<file path="src/rtl/npu_pio_pkg.sv">
// Shared PIO command definitions: header field positions, response codes,
// response word layout and decoder state encoding.
package npu_pio_pkg;

    localparam int unsigned MAX_ARGS   = 4;
    localparam int unsigned WORD_W     = 32;
    localparam int unsigned OPCODE_W   = 8;
    localparam int unsigned TAG_W      = 16;
    localparam int unsigned STATUS_W   = 7;
    localparam int unsigned NARGS_W    = 8;

    // Header word field positions
    localparam int unsigned OPCODE_MSB = 31;
    localparam int unsigned OPCODE_LSB = 24;
    localparam int unsigned NARGS_MSB  = 23;
    localparam int unsigned NARGS_LSB  = 16;
    localparam int unsigned TAG_MSB    = 15;
    localparam int unsigned TAG_LSB    = 0;

    // Response codes
    localparam logic [7:0] RESP_DONE      = 8'hA5;
    localparam logic [7:0] RESP_BAD_NARGS = 8'hE0;
    localparam logic [7:0] RESP_TIMEOUT   = 8'hE1;

    typedef logic [OPCODE_W-1:0] opcode_t;

    typedef struct packed {
        logic [7:0]          code;
        logic                overrun;
        logic [STATUS_W-1:0] status;
        logic [TAG_W-1:0]    tag;
    } resp_t;

    typedef enum logic [1:0] {
        ST_IDLE      = 2'd0,
        ST_ARGS      = 2'd1,
        ST_ISSUE     = 2'd2,
        ST_WAIT_DONE = 2'd3
    } state_t;

    // Assemble a response word from its fields
    function automatic logic [WORD_W-1:0] make_resp(input logic [7:0]          code,
                                                    input logic                ovr,
                                                    input logic [STATUS_W-1:0] status,
                                                    input logic [TAG_W-1:0]    tag);
        resp_t r;
        r.code    = code;
        r.overrun = ovr;
        r.status  = status;
        r.tag     = tag;
        return WORD_W'(r);
    endfunction

endpackage

</file>
<file path="src/rtl/pio_cmd_decoder.sv">
// PIO command decoder: assembles header + argument words from the host into a
// command for the core, then returns one response word per command.
// Optional argument timeout enabled with macro PIO_CMD_TIMEOUT_EN.
module pio_cmd_decoder
    import npu_pio_pkg::*;
#(
    parameter int unsigned TIMEOUT_CYCLES = 1024
) (
    input  logic                               clk,
    input  logic                               rst_n,
    input  logic [WORD_W-1:0]                  h2f_pio32,
    input  logic                               h2f_write,
    output logic [WORD_W-1:0]                  f2h_pio32,
    output logic                               f2h_write,
    output logic                               cmd_valid,
    input  logic                               cmd_ready,
    output logic [OPCODE_W-1:0]                cmd_opcode,
    output logic [TAG_W-1:0]                   cmd_tag,
    output logic [MAX_ARGS-1:0][WORD_W-1:0]    cmd_args,
    input  logic                               done_valid,
    input  logic [STATUS_W-1:0]                done_status
);

    localparam int unsigned IDX_W = $clog2(MAX_ARGS);
    localparam int unsigned CNT_W = $clog2(MAX_ARGS + 1);

    state_t                          state_q, state_d;
    logic [CNT_W-1:0]                nargs_q, nargs_d;
    logic [IDX_W-1:0]                idx_q, idx_d;
    logic                            overrun_q, overrun_d;
    logic [WORD_W-1:0]               f2h_pio32_d;
    logic                            f2h_write_d;
    logic                            cmd_valid_d;
    logic [OPCODE_W-1:0]             cmd_opcode_d;
    logic [TAG_W-1:0]                cmd_tag_d;
    logic [MAX_ARGS-1:0][WORD_W-1:0] cmd_args_d;

    logic [NARGS_W-1:0]              hdr_nargs;
    logic                            last_arg;

`ifdef PIO_CMD_TIMEOUT_EN
    localparam int unsigned TCNT_W = (TIMEOUT_CYCLES > 1) ? $clog2(TIMEOUT_CYCLES) : 1;
    logic [TCNT_W-1:0]               tcnt_q, tcnt_d;
`else
    // TIMEOUT_CYCLES is accepted but has no effect without the timeout feature
    if (TIMEOUT_CYCLES == 0) begin : g_timeout_ignored
    end
`endif

    assign hdr_nargs = h2f_pio32[NARGS_MSB:NARGS_LSB];
    assign last_arg  = (CNT_W'(idx_q) + CNT_W'(1)) == nargs_q;

    // Next-state and next-output decode
    always_comb begin
        state_d      = state_q;
        nargs_d      = nargs_q;
        idx_d        = idx_q;
        overrun_d    = overrun_q;
        f2h_pio32_d  = f2h_pio32;
        f2h_write_d  = 1'b0;
        cmd_valid_d  = cmd_valid;
        cmd_opcode_d = cmd_opcode;
        cmd_tag_d    = cmd_tag;
        cmd_args_d   = cmd_args;
`ifdef PIO_CMD_TIMEOUT_EN
        tcnt_d       = tcnt_q;
`endif
        unique case (state_q)
            ST_IDLE: begin
                if (h2f_write) begin
                    if (hdr_nargs > NARGS_W'(MAX_ARGS)) begin
                        f2h_write_d = 1'b1;
                        f2h_pio32_d = make_resp(RESP_BAD_NARGS, overrun_q, '0,
                                                h2f_pio32[TAG_MSB:TAG_LSB]);
                        overrun_d   = 1'b0;
                    end else begin
                        cmd_opcode_d = h2f_pio32[OPCODE_MSB:OPCODE_LSB];
                        cmd_tag_d    = h2f_pio32[TAG_MSB:TAG_LSB];
                        cmd_args_d   = '0;
                        nargs_d      = CNT_W'(hdr_nargs);
                        idx_d        = '0;
`ifdef PIO_CMD_TIMEOUT_EN
                        tcnt_d       = '0;
`endif
                        if (hdr_nargs == '0) begin
                            cmd_valid_d = 1'b1;
                            state_d     = ST_ISSUE;
                        end else begin
                            state_d     = ST_ARGS;
                        end
                    end
                end
            end
            ST_ARGS: begin
                if (h2f_write) begin
                    cmd_args_d[idx_q] = h2f_pio32;
                    idx_d             = idx_q + IDX_W'(1);
`ifdef PIO_CMD_TIMEOUT_EN
                    tcnt_d            = '0;
`endif
                    if (last_arg) begin
                        cmd_valid_d = 1'b1;
                        state_d     = ST_ISSUE;
                    end
                end
`ifdef PIO_CMD_TIMEOUT_EN
                else if (tcnt_q == TCNT_W'(TIMEOUT_CYCLES - 1)) begin
                    f2h_write_d = 1'b1;
                    f2h_pio32_d = make_resp(RESP_TIMEOUT, overrun_q, '0, cmd_tag);
                    overrun_d   = 1'b0;
                    tcnt_d      = '0;
                    state_d     = ST_IDLE;
                end else begin
                    tcnt_d = tcnt_q + TCNT_W'(1);
                end
`endif
            end
            ST_ISSUE: begin
                if (h2f_write) overrun_d = 1'b1;
                if (cmd_ready) begin
                    cmd_valid_d = 1'b0;
                    state_d     = ST_WAIT_DONE;
                end
            end
            ST_WAIT_DONE: begin
                if (h2f_write) overrun_d = 1'b1;
                if (done_valid) begin
                    f2h_write_d = 1'b1;
                    f2h_pio32_d = make_resp(RESP_DONE, overrun_q | h2f_write,
                                            done_status, cmd_tag);
                    overrun_d   = 1'b0;
                    state_d     = ST_IDLE;
                end
            end
            default: state_d = ST_IDLE;
        endcase
    end

    // State and registered outputs
    always_ff @(posedge clk or negedge rst_n) begin
        if (!rst_n) begin
            state_q    <= ST_IDLE;
            nargs_q    <= '0;
            idx_q      <= '0;
            overrun_q  <= 1'b0;
            f2h_pio32  <= '0;
            f2h_write  <= 1'b0;
            cmd_valid  <= 1'b0;
            cmd_opcode <= '0;
            cmd_tag    <= '0;
            cmd_args   <= '0;
`ifdef PIO_CMD_TIMEOUT_EN
            tcnt_q     <= '0;
`endif
        end else begin
            state_q    <= state_d;
            nargs_q    <= nargs_d;
            idx_q      <= idx_d;
            overrun_q  <= overrun_d;
            f2h_pio32  <= f2h_pio32_d;
            f2h_write  <= f2h_write_d;
            cmd_valid  <= cmd_valid_d;
            cmd_opcode <= cmd_opcode_d;
            cmd_tag    <= cmd_tag_d;
            cmd_args   <= cmd_args_d;
`ifdef PIO_CMD_TIMEOUT_EN
            tcnt_q     <= tcnt_d;
`endif
        end
    end

endmodule

</file>
<file path="config.mk">
export PLATFORM = sky130hd
export DESIGN_NAME = pio_cmd_decoder
export DESIGN_NICKNAME = d
export VERILOG_FILES = /design/src/rtl/npu_pio_pkg.sv /design/src/rtl/pio_cmd_decoder.sv
export SDC_FILE = /design/constraint.sdc
export NUM_CORES = 1
export LEC_CHECK = 0
export ABC_AREA = 1
export BUFFER_PORTS_ARGS = -buffer_cell sky130_fd_sc_hd__buf_2
export CORE_ASPECT_RATIO = 2
export CORE_MARGIN = 4
export CORE_UTILIZATION = 44
export DETAILED_ROUTE_END_ITERATION = 10
export MAX_ROUTING_LAYER = met4
export PLACE_DENSITY_LB_ADDON = 0.05
export RECOVER_POWER = 25
export SLEW_MARGIN = 30
export SYNTH_ARGS = -nofsm -noshare
export SYNTH_HDL_FRONTEND = slang
export SYNTH_SLANG_ARGS = --single-unit
</file>
<file path="constraint.sdc">
create_clock -name clk -period 2.4 [get_ports clk]
set_input_delay 0.24 -clock clk [delete_from_list [all_inputs] [get_ports clk]]
set_output_delay 0.24 -clock clk [all_outputs]
set_load 0.05 [all_outputs]
</file>
==> flow_summary.toml <==
[power_and_ir_drop]
seq_power_share_pct = 31.7
p_sw_share_pct = 52.7
p_leak_nw = 5.84
p_int_mw = 7.44
p_switching_mw = 8.28
pwr-share-comb_pct = 51.3
p_clk_share_pct = 17.0
irDropWorstVdd_uv = 910
power_density_mw_per_mm2 = 1590

[synth]
synth_warnings = 0
yosysMostFrequentCell = "nand2_1"
syn_area_sq_mm = 0.00807
synth_common_cells = "nand2_1, dfrtp_1, nand3_1"
synthTopCellsByArea = "dfrtp_1, nand2_1, nand3_1, o21ai_0, inv_1"
netlist.area_leader.share_pct = 58.6
synth_edf_count = 0
synth.distinct_cells = 21
yosys.area.top_type = "dfrtp_1"
synth_ff_type = "dfrtp_1"
ys_seq_area_share_pct = 58.6
avgSynthCellArea_sq_um = 8.59
syn_inst = 940
synth_seq_cells = 189
ys_async_sr_fraction_pct = 100

[timing]
setup_slack_ns = 0.406
hold_slack_ns = 0.0794
fmax_mhz = 502
setup-tns-final_ns = 0
rsz0062_at_grt = "no"
report.final.slew_viol_count = 0
hold_viol = 0
setup_viol = 0
relSlewSlack_pct = 27.8
tightest_slew_ns = 1.08
period_minus_slack_ns = 1.99
finalCritPeriodShare_pct = 83.1
skew_ns = 0.0121

[layout]
area_delta_synth_final_pct = 22.7
seqCellArea_sq_mm = 0.00473
final_nets = 1204
drive_above_1_share_pct = 25.5
multi_input_area_sq_mm = 0.00282
n_antenna_cell = 0
fin_util_pct = 55.4
fillers = 1759

[outcome]
outcome = "finished, final reports clean"

[drt]
final_antenna_net_count = 0
drtIter0Drc = 254
drc_errors = 0
wl_per_cell_microns = 17.3
wl_microns = 23800
avgViaCountPerCell = 5.03
vias = 6916
firstDrtPassIters = 4

[worst_hold_path]
hold_class = "input port to flop"
hold_depth = 3
holdPathEnd = "f2h_write$_DFF_PN0_"
holdCritStartpoint = "done_valid"

[clock_network]
clock_latency_ns = 0.43
post_cts_buffers = 0
cts_tree = "yes"
cts_max_level = 4
cts_root_buf = "clkbuf_16"
cts_buffers = 17
clock_path_buffers = 2
clk_pin_slew_ns = 0.07
clock-sinks = 189

[critical_path]
cp-start-kind = "flop"
crit_path_end_kind = "flop"
cpMostUsedCell = "nand2_1"
cpMaxStageDelayCell = "o21ai_1"
cp.arrival_ns = 2.31
cp_top_family = "compound AO/OA/AOI/OAI gates"
path_cells = "inv_1 -> ha_1 -> o21ai_1 -> nand3_2 -> buf_4 -> nand2_1 -> nand2_1"
worstSetupPathType = "flop to flop"
r2r_end = "cmd_args[40]$_DFFE_PN0P_"
ff2ff_path_depth = 7
max_stage_delay_ns = 0.48
crit_fanout = 22
r2r_setup_slack_ns = 0.41
cp_data_required_time_ns = 2.72
timing.rr.start = "state_q[0]$_DFFE_PN0P_"
crit_buf_inv = 2

[die]
start_util_pct = 45.2
pin_count = 230
design.core.area_sq_mm = 0.0179
die_w_microns = 104
die_h_microns = 200
dieArea_sq_mm = 0.0207
row_count = 69

[grt]
antenna_found_initial = 0
grt_pass1_vias = 7007
grt_start_max_net_pins = 72
overflow = 0
track_usage_pct = 24.1
grt_pass1_wl_microns = 38100

[placement]
preCtsSetupSlack_ns = 0.403
globalplace.congestion = 0.813
port_buffers = 226
dp_hpwl_microns = 16900

[run]
drv_cap = 0
layer usage:
layer / global-route usage, % / vias up / wire, microns / part of all wire [%]
met5: - / - / 0 / 0
met2: 42.9 / 197 / 12800 / 54
met3: 4.40 / 32 / 1090 / 4.6
li1: - / 3380 / - / -
met4: 8.33 / 0 / 662 / 2.8
met1: 27.3 / 3307 / 9290 / 39
power by group through the flow:
stage                     logic (mW)  clock network (mW)  registers, mW
after floorplan                 2.22                   0           8.80
after global placement          8.08                   0           5.02
after detailed placement        8.16                   0           5.03
after CTS                       8.16                2.74           4.99
after global routing            8.64                2.88           5.12
final                           8.07                2.67           4.98
cell families (layout without fill, tap and decap cells):
family	count (synthesis)	in the layout	share of synthesized area, %
other	1	3	0.0465
adders and majority gates	9	9	1.39
buffers and inverters	109	329	6.74
DFF	189	189	58.6
and+or+nand+nor	570	570	29.3
AOI/OAI and AO/OA	62	62	3.97
worst max path at each step:
stage | from | end | slack, ns | cells after the start
after detailed placement | h2f_pio32[23] | cmd_args[64]$_DFFE_PN0P_ | 0.40 | 9
after floorplan | state_q[0]$_DFFE_PN0P_ | cmd_args[100]$_DFFE_PN0P_ | 0.67 | 8
final | state_q[0]$_DFFE_PN0P_ | cmd_args[40]$_DFFE_PN0P_ | 0.41 | 7
after global routing | rst_n | cmd_args[85]$_DFFE_PN0P_ | 0.22 | 3
after CTS | state_q[0]$_DFFE_PN0P_ | cmd_args[40]$_DFFE_PN0P_ | 0.39 | 7
after global placement | h2f_pio32[23] | cmd_args[61]$_DFFE_PN0P_ | 0.42 | 9
repair_timing:
action | 4_1_cts | 5_1_grt
hold buffers | 1 | 0
resized for setup | 0 | 0
setup endpoints to repair | 0 | 0
endpoints found under the hold margin | 67 | 0
area by class of cell:
cell class,instances,share of cell area (%)
Inverter,47,1.78
Tap cell,213,2.69
Timing Repair Buffer,252,13.7
Sequential cell,189,47.8
Clock inverter,10,0.948
Multi-Input combinational cell,644,28.5
Clock buffer,20,4.61
sequential cells by signal, indices dropped and copies added, names as in the netlist:
signal      count
cmd_opcode      8
f2h_write       1
overrun_q       1
f2h_pio32      27
nargs_q         3
idx_q           2
state_q         2
cmd_valid       1
cmd_args      128
cmd_tag        16
cells in the final DEF (no fill, tap or decap):
| cell type | n |
|---|---|
| nand3_1 | 134 |
| o21ai_1 | 1 |
| clkbuf_8 | 3 |
| ha_1 | 7 |
| ha_2 | 2 |
| dfrtp_1 | 189 |
| inv_1 | 46 |
| clkinvlp_4 | 3 |
| nand2_1 | 408 |
| o21a_1 | 1 |
| or2_2 | 4 |
| nand3_2 | 6 |
| clkbuf_2 | 2 |
| o21ai_0 | 54 |
| o21ai_2 | 2 |
| inv_2 | 1 |
| clkbuf_1 | 1 |
| buf_12 | 2 |
| clkinv_2 | 3 |
| a21oi_1 | 4 |
| clkbuf_16 | 17 |
| dlygate4sd3_1 | 1 |
| clkinv_4 | 3 |
| buf_2 | 225 |
| nand4_1 | 4 |
| bufinv_16 | 1 |
| conb_1 | 3 |
| buf_4 | 21 |
| nor2_4 | 1 |
| nor2_1 | 13 |
worst min-delay path: stages:
cell     delay [ns]
buf_2          0.10
nand2_1        0.06
a21oi_1        0.06
metrics by stage:
step	std cells	total power [mW]	cell area, sq um
floorplan	942	11.0	8080
global placement	1344	13.1	9370
detailed placement	1344	13.2	9370
CTS	1375	15.9	9930
global route	1375	16.6	9900
finish	1375	15.7	9900
No activity file was read; power rests on OpenSTA's default activity.
